### config.mk
export PLATFORM = sky130hd
export DESIGN_NAME = hcf_operand_sequencer
export DESIGN_NICKNAME = d
export VERILOG_FILES = /design/src/rtl/hcf_pkg.sv /design/src/rtl/hcf_cycle_counter.sv /design/src/rtl/hcf_operand_sequencer.sv
export SDC_FILE = /design/constraint.sdc
export NUM_CORES = 1
export LEC_CHECK = 0
export ABC_AREA = 1
export CAP_MARGIN = 5
export CORE_ASPECT_RATIO = 0.9
export CORE_UTILIZATION = 44
export CTS_CLUSTER_SIZE = 16
export DETAILED_ROUTE_END_ITERATION = 7
export GPL_TIMING_DRIVEN = 0
export PLACE_DENSITY = 0.76
export SYNTH_ARGS = -nofsm -noshare
export SYNTH_HDL_FRONTEND = slang
export SYNTH_HIERARCHICAL = 1
export SYNTH_SLANG_ARGS = --single-unit
### constraint.sdc
create_clock -name clk -period 1.9 [get_ports clk]
set_input_delay 0.38 -clock clk [delete_from_list [all_inputs] [get_ports clk]]
set_output_delay 0.38 -clock clk [all_outputs]
set_load 0.02 [all_outputs]
### src/rtl/hcf_pkg.sv
// Shared types and defaults for the HCF operand sequencer.
package hcf_pkg;

  localparam int HCF_WIDTH   = 16;
  localparam int HCF_TIMEOUT = 1024;

  typedef enum logic [2:0] {
    ST_IDLE   = 3'd0,
    ST_LOAD_A = 3'd1,
    ST_LOAD_B = 3'd2,
    ST_RUN    = 3'd3,
    ST_HOLD   = 3'd4,
    ST_CLEAR  = 3'd5
  } hcf_seq_state_t;

  // A zero operand never terminates the core's subtract loop, so it is answered locally.
  function automatic logic is_bypass(input logic a_zero, input logic b_zero);
    return a_zero | b_zero;
  endfunction

endpackage

### src/rtl/hcf_cycle_counter.sv
// Up-counter with clear and enable; term flags the count TIMEOUT-1.
module hcf_cycle_counter #(
  parameter int TIMEOUT = 1024,
  localparam int CW     = $clog2(TIMEOUT + 1)
) (
  input  logic clk,
  input  logic rst,
  input  logic clr,
  input  logic en,
  output logic term
);

  logic [CW-1:0] cnt;

  assign term = (cnt == CW'(TIMEOUT - 1));

  // Holding at the terminal value keeps the count in range even if enable lingers.
  always_ff @(posedge clk or posedge rst) begin
    if (rst) begin
      cnt <= '0;
    end else if (clr) begin
      cnt <= '0;
    end else if (en && !term) begin
      cnt <= cnt + 1'b1;
    end
  end

endmodule

### src/rtl/hcf_operand_sequencer.sv
// Feeds an operand pair to the HCF core over its shared data bus and returns the result.
// state   | meaning
// IDLE    | accept a new operand pair
// LOAD_A  | drive A, pulse core_start
// LOAD_B  | drive B, zero the cycle counter
// RUN     | wait for core_done or timeout
// HOLD    | present result until out_ready
// CLEAR   | return the core to its load-A state
module hcf_operand_sequencer
  import hcf_pkg::*;
#(
  parameter int WIDTH   = HCF_WIDTH,
  parameter int TIMEOUT = HCF_TIMEOUT
) (
  input  logic             clk,
  input  logic             rst,
  input  logic             in_valid,
  output logic             in_ready,
  input  logic [WIDTH-1:0] in_a,
  input  logic [WIDTH-1:0] in_b,
  output logic [WIDTH-1:0] core_data,
  output logic             core_start,
  output logic             core_clr,
  input  logic             core_done,
  input  logic [WIDTH-1:0] core_result,
  output logic             out_valid,
  input  logic             out_ready,
  output logic [WIDTH-1:0] out_hcf,
  output logic             out_err,
  output logic             busy
);

  hcf_seq_state_t state_q, state_d;

  logic [WIDTH-1:0] a_reg, b_reg;
  logic             a_zero, b_zero, bypass, accept;
  logic             cnt_clr, cnt_en, cnt_term;
  logic             idle_ready, clr_fsm;

  assign a_zero = (in_a == '0);
  assign b_zero = (in_b == '0);
  assign bypass = is_bypass(a_zero, b_zero);
  assign accept = (state_q == ST_IDLE) && in_valid;

  hcf_cycle_counter #(
    .TIMEOUT (TIMEOUT)
  ) u_cnt (
    .clk  (clk),
    .rst  (rst),
    .clr  (cnt_clr),
    .en   (cnt_en),
    .term (cnt_term)
  );

  always_ff @(posedge clk or posedge rst) begin
    if (rst) begin
      state_q <= ST_IDLE;
    end else begin
      state_q <= state_d;
    end
  end

  always_comb begin
    state_d    = state_q;
    idle_ready = 1'b0;
    core_data  = '0;
    core_start = 1'b0;
    clr_fsm    = 1'b0;
    out_valid  = 1'b0;
    cnt_clr    = 1'b0;
    cnt_en     = 1'b0;
    case (state_q)
      ST_IDLE: begin
        idle_ready = 1'b1;
        if (in_valid) begin
          state_d = bypass ? ST_HOLD : ST_LOAD_A;
        end
      end
      ST_LOAD_A: begin
        core_data  = a_reg;
        core_start = 1'b1;
        state_d    = ST_LOAD_B;
      end
      ST_LOAD_B: begin
        core_data = b_reg;
        cnt_clr   = 1'b1;
        state_d   = ST_RUN;
      end
      ST_RUN: begin
        cnt_en = 1'b1;
        if (core_done || cnt_term) begin
          state_d = ST_HOLD;
        end
      end
      ST_HOLD: begin
        out_valid = 1'b1;
        if (out_ready) begin
          state_d = ST_CLEAR;
        end
      end
      ST_CLEAR: begin
        clr_fsm = 1'b1;
        cnt_clr = 1'b1;
        state_d = ST_IDLE;
      end
      default: begin
        state_d = ST_IDLE;
      end
    endcase
  end

  // The core is held cleared for as long as reset is asserted.
  assign core_clr = clr_fsm | rst;
  assign in_ready = idle_ready & ~rst;
  assign busy     = (state_q != ST_IDLE);

  always_ff @(posedge clk or posedge rst) begin
    if (rst) begin
      a_reg   <= '0;
      b_reg   <= '0;
      out_hcf <= '0;
      out_err <= 1'b0;
    end else begin
      if (accept) begin
        a_reg <= in_a;
        b_reg <= in_b;
        if (bypass) begin
          out_hcf <= in_a | in_b;
          out_err <= a_zero & b_zero;
        end
      end
      // core_done wins over a timeout landing in the same cycle.
      if (state_q == ST_RUN) begin
        if (core_done) begin
          out_hcf <= core_result;
          out_err <= 1'b0;
        end else if (cnt_term) begin
          out_hcf <= '0;
          out_err <= 1'b1;
        end
      end
    end
  end

endmodule
==> metrics, run 1 <==
cell internal pwr=4550 µW; pins over their slew limit=0; row cnt=30; post-placement cell count=656; I/O Buffers=90; fin worst setup slack=-0.103 ns; DRT Pass-1 Iters=5; fmax=499 MHz; CP endpoint kind=primary output; Setup Skew=0.00657 ns; # setup viols final=14; CTS Buf Count=9; post-synth top area cell=dfrtp_1; worst-skew pair later-pin latency=0.34 ns; worst hold path class=in -> async; Tot Pwr=7960 µW; net load switching power=3410 µW; Comb power frac=59.0%; wire per inst=15.2 µm; ys async rst share=100%; Syn Nets=524; H-tree level count=3; I/O pins=91; number of flops mapped to enable cells by yosys=0; Finished Layout Cells=705; pin count of the biggest net entering global routing=27; Worst Reg2Reg Path Length in Cells=10; antenna-violating nets left=0; leakage=0.00249 µW; min cycle time layout=2.00 ns; Flop pwr share=27.6%; mean post-synth cell area=7.38 µm²; register area share after synthesis=45.5%; Unique masters post-synth=32; root buffer cell=clkbuf_8; register bit total from synthesis=63; power density over cell area=1540 mW/mm²; first-pass GRT wire length=15800 µm; via count=3614; Routability Congestion=0.912; width of the die=95.6 µm; Overflow after GRT=0; Ant. Diodes=0; GRT Total Usage=25.5%; CTS tree=done; failing checks=negative setup slack; Setup crit start kind=register; vias in the first global route=3277; maxcap violations=0; # hold bufs at CTS=0; Area growth syn-to-layout=48.6%; Bufs on Longest Clock Path=2; initial DRC count=279; RSZ-0062 raised after global routing=yes; Sw Share=42.8%; Residual DRC=0; top-area cell type share of the netlist area=45.5%; Place WS=-1.41 ns; CP Data Arrival Time=1.62 ns; worst vdd ir=0.663 mV; fillers=597; Routed WL=10700 µm; clock edge transition at the registers on the reported setup and hold paths=0.07 ns; outcome=finished with violations; Tcrit/Tclk final=105%; footprint of the multi-input gates=0.00169 mm²; register area=0.00158 mm²; initial antenna violation count=0; Hold WS=0.346 ns; required time worst endpoint=1.52 ns; Worst Tran Pin Value=0.788 ns; top area cells in the synthesized netlist=dfrtp_1, nand2_1, inv_1; Main synth FF type=dfrtp_1; Syn. warnings=6; Die ar.=0.00824 mm²; share of layout cells above drive strength 1=21.8%; nets=658; total core area=0.00758 mm²; CP max FO=5; DP HPWL=7020 µm; Worst slew margin=47.2%; Setup CP Type=reg -> out; Post-Synthesis Cells=470; Final Hold Fails=0; Vias/cell=5.13; Initial Util=45.7%; Clock Power Share=13.4%; die height=86.2 µm; Cell Area, Synth=0.00347 mm²; Clock Sinks=63
-- layout make-up --
cell class / instances / share of cell area, %
buffer: 14 / 2.38
multi-input combinational: 320 / 32.7
clock buffer: 13 / 3.08
clock inverter: 3 / 0.340
inverter: 73 / 5.58
timing repair inverter: 2 / 0.194
timing repair buffer: 121 / 22.7
sequential: 63 / 30.6
tap: 96 / 2.33
-- path summary, 6_finish.rpt --
kind                                 to  startpoint  slack, ns
min in group clk              a_reg[11]   a_reg[11]       0.50
max                        core_data[0]  state_q[1]      -0.10
min                        u_cnt/cnt[9]         rst       0.35
min reg2reg                   a_reg[11]   a_reg[11]       0.50
max reg2reg                u_cnt/cnt[1]  state_q[2]       0.03
max in group asynchronous      b_reg[1]         rst       1.03
-- stage by stage --
step                util (%)  area, µm²  TNS, ns
global placement        59.3       4500   -17.37
CTS                     64.2       4870   -0.734
finish                  68.0       5150   -0.960
floorplan                  -       3470        0
global route            68.0       5150    -2.40
detailed placement      59.3       4500   -18.74
-- worst max-delay path: stages (launching register included) --
cell and delay, ns:
dfrtp_2 0.45, nor3_4 0.23, buf_6 0.14, buf_6 0.12
buf_6 0.09, nand2_2 0.04, o21ai_2 0.06, buf_6 0.13
-- what timing repair did --
item	CTS	global route
setup buffers	14	16
setup endpoints to repair	32	34
pin swaps	1	6
gates resized for setup	153	40
cloned	3	1
-- power by group through the flow --
stage	sequential, µW	combinational (µW)	clock [µW]
6_report	2200	4690	1070
5_1_grt	2240	5040	1130
4_1_cts	2200	3960	1070
3_5_place_dp	2200	3530	0
3_3_place_gp	2170	3450	0
2_1_floorplan	2320	1950	0
-- layout by cell type (no fill, tap or decap), types with 2 or more instances in the layout --
master | netlist | final
o21ai_0 | 33 | 21
nor2_4 | 3 | 4
o21ai_4 | 0 | 3
nor3_4 | 1 | 2
nand3_4 | 1 | 2
clkbuf_8 | 0 | 11
inv_6 | 0 | 2
buf_12 | 0 | 2
dfrtp_2 | 0 | 2
nor2_2 | 2 | 2
nand2_2 | 6 | 11
nand3_1 | 30 | 29
o21ai_2 | 2 | 7
a21oi_1 | 14 | 14
clkdlybuf4s50_1 | 0 | 68
inv_1 | 71 | 66
clkbuf_1 | 1 | 2
o21a_1 | 12 | 12
nor2_1 | 49 | 48
nor3_1 | 4 | 2
buf_4 | 5 | 35
buf_6 | 2 | 19
nand2_1 | 145 | 139
o22ai_4 | 0 | 4
dfrtp_1 | 63 | 61
inv_2 | 2 | 4
clkinvlp_2 | 0 | 2
nand2_4 | 1 | 2
o21ai_1 | 4 | 8
buf_2 | 6 | 5
clkinv_2 | 0 | 2
clkinvlp_4 | 0 | 2
-- cells by family (layout without fill, tap and decap cells) --
group           after synthesis  in the layout  synth area share, %
compound gates               72             72                 12.1
xor+xnor                      1              1                0.253
buf+inv                      87            226                 10.6
fa+ha+maj                     1              1                0.361
simple gates                246            246                 31.2
flops                        63             63                 45.5
-- per-layer routing --
layer | up-vias | GRT usage (%) | wire length, µm
li1 | 1729 | - | -
met2 | 182 | 39.9 | 5020
met5 | - | 0 | 0
met1 | 1683 | 35.8 | 4630
met3 | 20 | 4.82 | 892
met4 | 0 | 7.87 | 159
-- cell usage after synthesis (2+ instances only) --
library cell	count
buf_2	6
o21a_1	12
nor3_1	4
o21ai_2	2
nor2_1	49
nand3_1	30
o21ai_0	33
inv_1	71
a21oi_1	14
dfrtp_1	63
nor2_4	3
nand2_2	6
nand2_1	145
nor2_2	2
buf_4	5
o22ai_1	4
o21ai_1	4
buf_6	2
inv_2	2
(Power assumes the default switching activity.)
==> run 2: changes to the inputs <==
--- a/config.mk
+++ b/config.mk
@@ -6,6 +6,7 @@
 export NUM_CORES = 1
 export LEC_CHECK = 0
 export ABC_AREA = 1
+export ABC_CLOCK_PERIOD_IN_PS = 1900
 export CAP_MARGIN = 5
 export CORE_ASPECT_RATIO = 0.9
 export CORE_UTILIZATION = 44
@@ -13,6 +14,7 @@
 export DETAILED_ROUTE_END_ITERATION = 7
 export GPL_TIMING_DRIVEN = 0
 export PLACE_DENSITY = 0.76
+export SLEW_MARGIN = 10
 export SYNTH_ARGS = -nofsm -noshare
 export SYNTH_HDL_FRONTEND = slang
 export SYNTH_HIERARCHICAL = 1
==> metrics, run 2 (synthesis results as in run 1) <==
die height=86.2 µm (unchanged); Area growth syn-to-layout=48.2% (was 48.6%); row cnt=30 (unchanged); wire length on met3=808 µm (was 892 µm); min cycle time layout=2.00 ns (about the same); Setup Skew=0.00589 ns (was 0.00657 ns); post-placement cell count=656 (unchanged); H-tree level count=3 (unchanged); # setup viols final=14 (unchanged); I/O pins=91 (unchanged); most frequent cells in the layout=nand2_1, clkdlybuf4s50_1, inv_1 (unchanged); # hold bufs at CTS=0 (unchanged); DP HPWL=7020 µm (unchanged); worst vdd ir=0.663 mV (about the same); fillers=598 (was 597); CTS tree=done (unchanged); commonest non-fill, non-tap cell in the layout=nand2_1 (unchanged); Routed WL=10600 µm (was 10700 µm); root buffer cell=clkbuf_8 (unchanged); CP endpoint kind=primary output (unchanged); Tot Pwr=7930 µW (was 7960 µW); outcome=finished with violations (unchanged); failing checks=negative setup slack (unchanged); vias in the first global route=3277 (unchanged); power density over cell area=1540 mW/mm² (about the same); width of the die=95.6 µm (unchanged); first-pass GRT wire length=15800 µm (unchanged); worst-skew pair later-pin latency=0.34 ns (about the same); GRT Total Usage=25.5% (unchanged); final std cell area, no fill=0.00514 mm² (was 0.00515 mm²); fmax=500 MHz (was 499 MHz); wire per inst=15.0 µm (was 15.2 µm); maxcap violations=0 (unchanged); Initial Util=45.7% (unchanged); RSZ-0062 raised after global routing=yes (unchanged); via count=3575 (was 3614); Vias/cell=5.08 (was 5.13); antenna-violating nets left=0 (unchanged); top sig layer=met4 (unchanged); total core area=0.00758 mm² (unchanged); initial antenna violation count=0 (unchanged); I/O Buffers=90 (unchanged); DRT Pass-1 Iters=5 (unchanged); CTS Buf Count=9 (unchanged); pin count of the biggest net entering global routing=27 (unchanged); Final Hold Fails=0 (unchanged); CP max FO=7 (was 5); required time worst endpoint=1.52 ns (about the same); Bufs on Longest Clock Path=2 (unchanged); Worst Tran Pin Value=0.757 ns (was 0.788 ns); Overflow after GRT=0 (unchanged); wire length on met1=4670 µm (was 4630 µm); placed inst area=0.00450 mm² (unchanged); Tcrit/Tclk final=105% (about the same); clock edge transition at the registers on the reported setup and hold paths=0.07 ns (about the same); DR WL met2=4950 µm (was 5020 µm); nets=657 (was 658); Finished Layout Cells=704 (was 705); Residual DRC=0 (unchanged); initial DRC count=271 (was 279); worst hold path class=in -> async (unchanged); Clock Sinks=63 (unchanged); fin worst setup slack=-0.0981 ns (was -0.103 ns); pins over their slew limit=0 (unchanged); share of layout cells above drive strength 1=21.7% (was 21.8%); Worst slew margin=49.3% (was 47.2%); Ant. Diodes=0 (unchanged); leakage=0.00248 µW (was 0.00249 µW); Setup crit start kind=register (unchanged); Routability Congestion=0.912 (unchanged); Setup CP Type=reg -> out (unchanged); Worst R2R Setup Slack=0.05 ns (was 0.03 ns); Die ar.=0.00824 mm² (unchanged); CP Data Arrival Time=1.62 ns (about the same)
run 2: cell types whose count changed in the layout (fill, tap and decap cells not counted):
cell        previous run  this run
clkinvlp_4             2         3
buf_6                 19        18
buf_4                 35        36
buf_8                  1         0
clkinvlp_2             2         1
run 2: worst paths after layout:
check,startpoint,end,depth (start not counted)
max reg2reg,state_q[2],u_cnt/cnt[1],10
min reg2reg,a_reg[11],a_reg[11],1
min,rst,u_cnt/cnt[6],2
min in group clk,a_reg[11],a_reg[11],1
max in group asynchronous,rst,out_hcf[12],2
max,state_q[2],core_data[14],6
run 2: final cells by class:
cell class,count,area (µm²),share of cell area (%)
clock buffers,13,159,3.09
flip-flops and latches,63,1580,30.7
clock inverters,3,17.5,0.341
repair buffers,120,1150,22.4
plain buffers,14,123,2.39
repair inverters,2,12.5,0.243
multi-input cells,320,1690,32.8
well taps,96,120,2.34
inverters,73,288,5.60
run 2: power breakdown:
part	internal, µW	switching, µW	total (µW)
registers	1890	301	2190
clock network	542	524	1070
logic	2100	2570	4670
total	4540	3390	7930
run 2: critical path: stages, from the launching register on:
cell	delay, ns
dfrtp_2	0.43
buf_6	0.13
inv_6	0.06
nand3_4	0.15
buf_12	0.20
o22ai_4	0.15
buf_6	0.14
run 2: through the flow:
stage | hold WS, ns | util, % | TNS [ns] | setup slack [ns]
3_3_place_gp | 0.476 | 59.3 | -17.37 | -1.42
4_1_cts | 0.347 | 64.2 | -0.734 | -0.139
2_1_floorplan | 0.232 | - | 0 | 0.0571
6_report | 0.352 | 67.8 | -0.994 | -0.0981
5_1_grt | 0.384 | 67.8 | -3.56 | -0.155
3_5_place_dp | 0.480 | 59.3 | -18.74 | -1.41
run 2: per-layer routing:
layer	vias to the layer above	GRT usage [%]
met1	1669	35.8
li1	1726	-
met4	0	7.87
met3	16	4.82
met5	-	0
met2	164	39.9
run 2: what timing repair did:
action	in CTS	in global routing
setup endpoints to repair	32	34
setup buffers	14	16
resized for setup	153	39
cloned	3	1
pin swaps	1	6
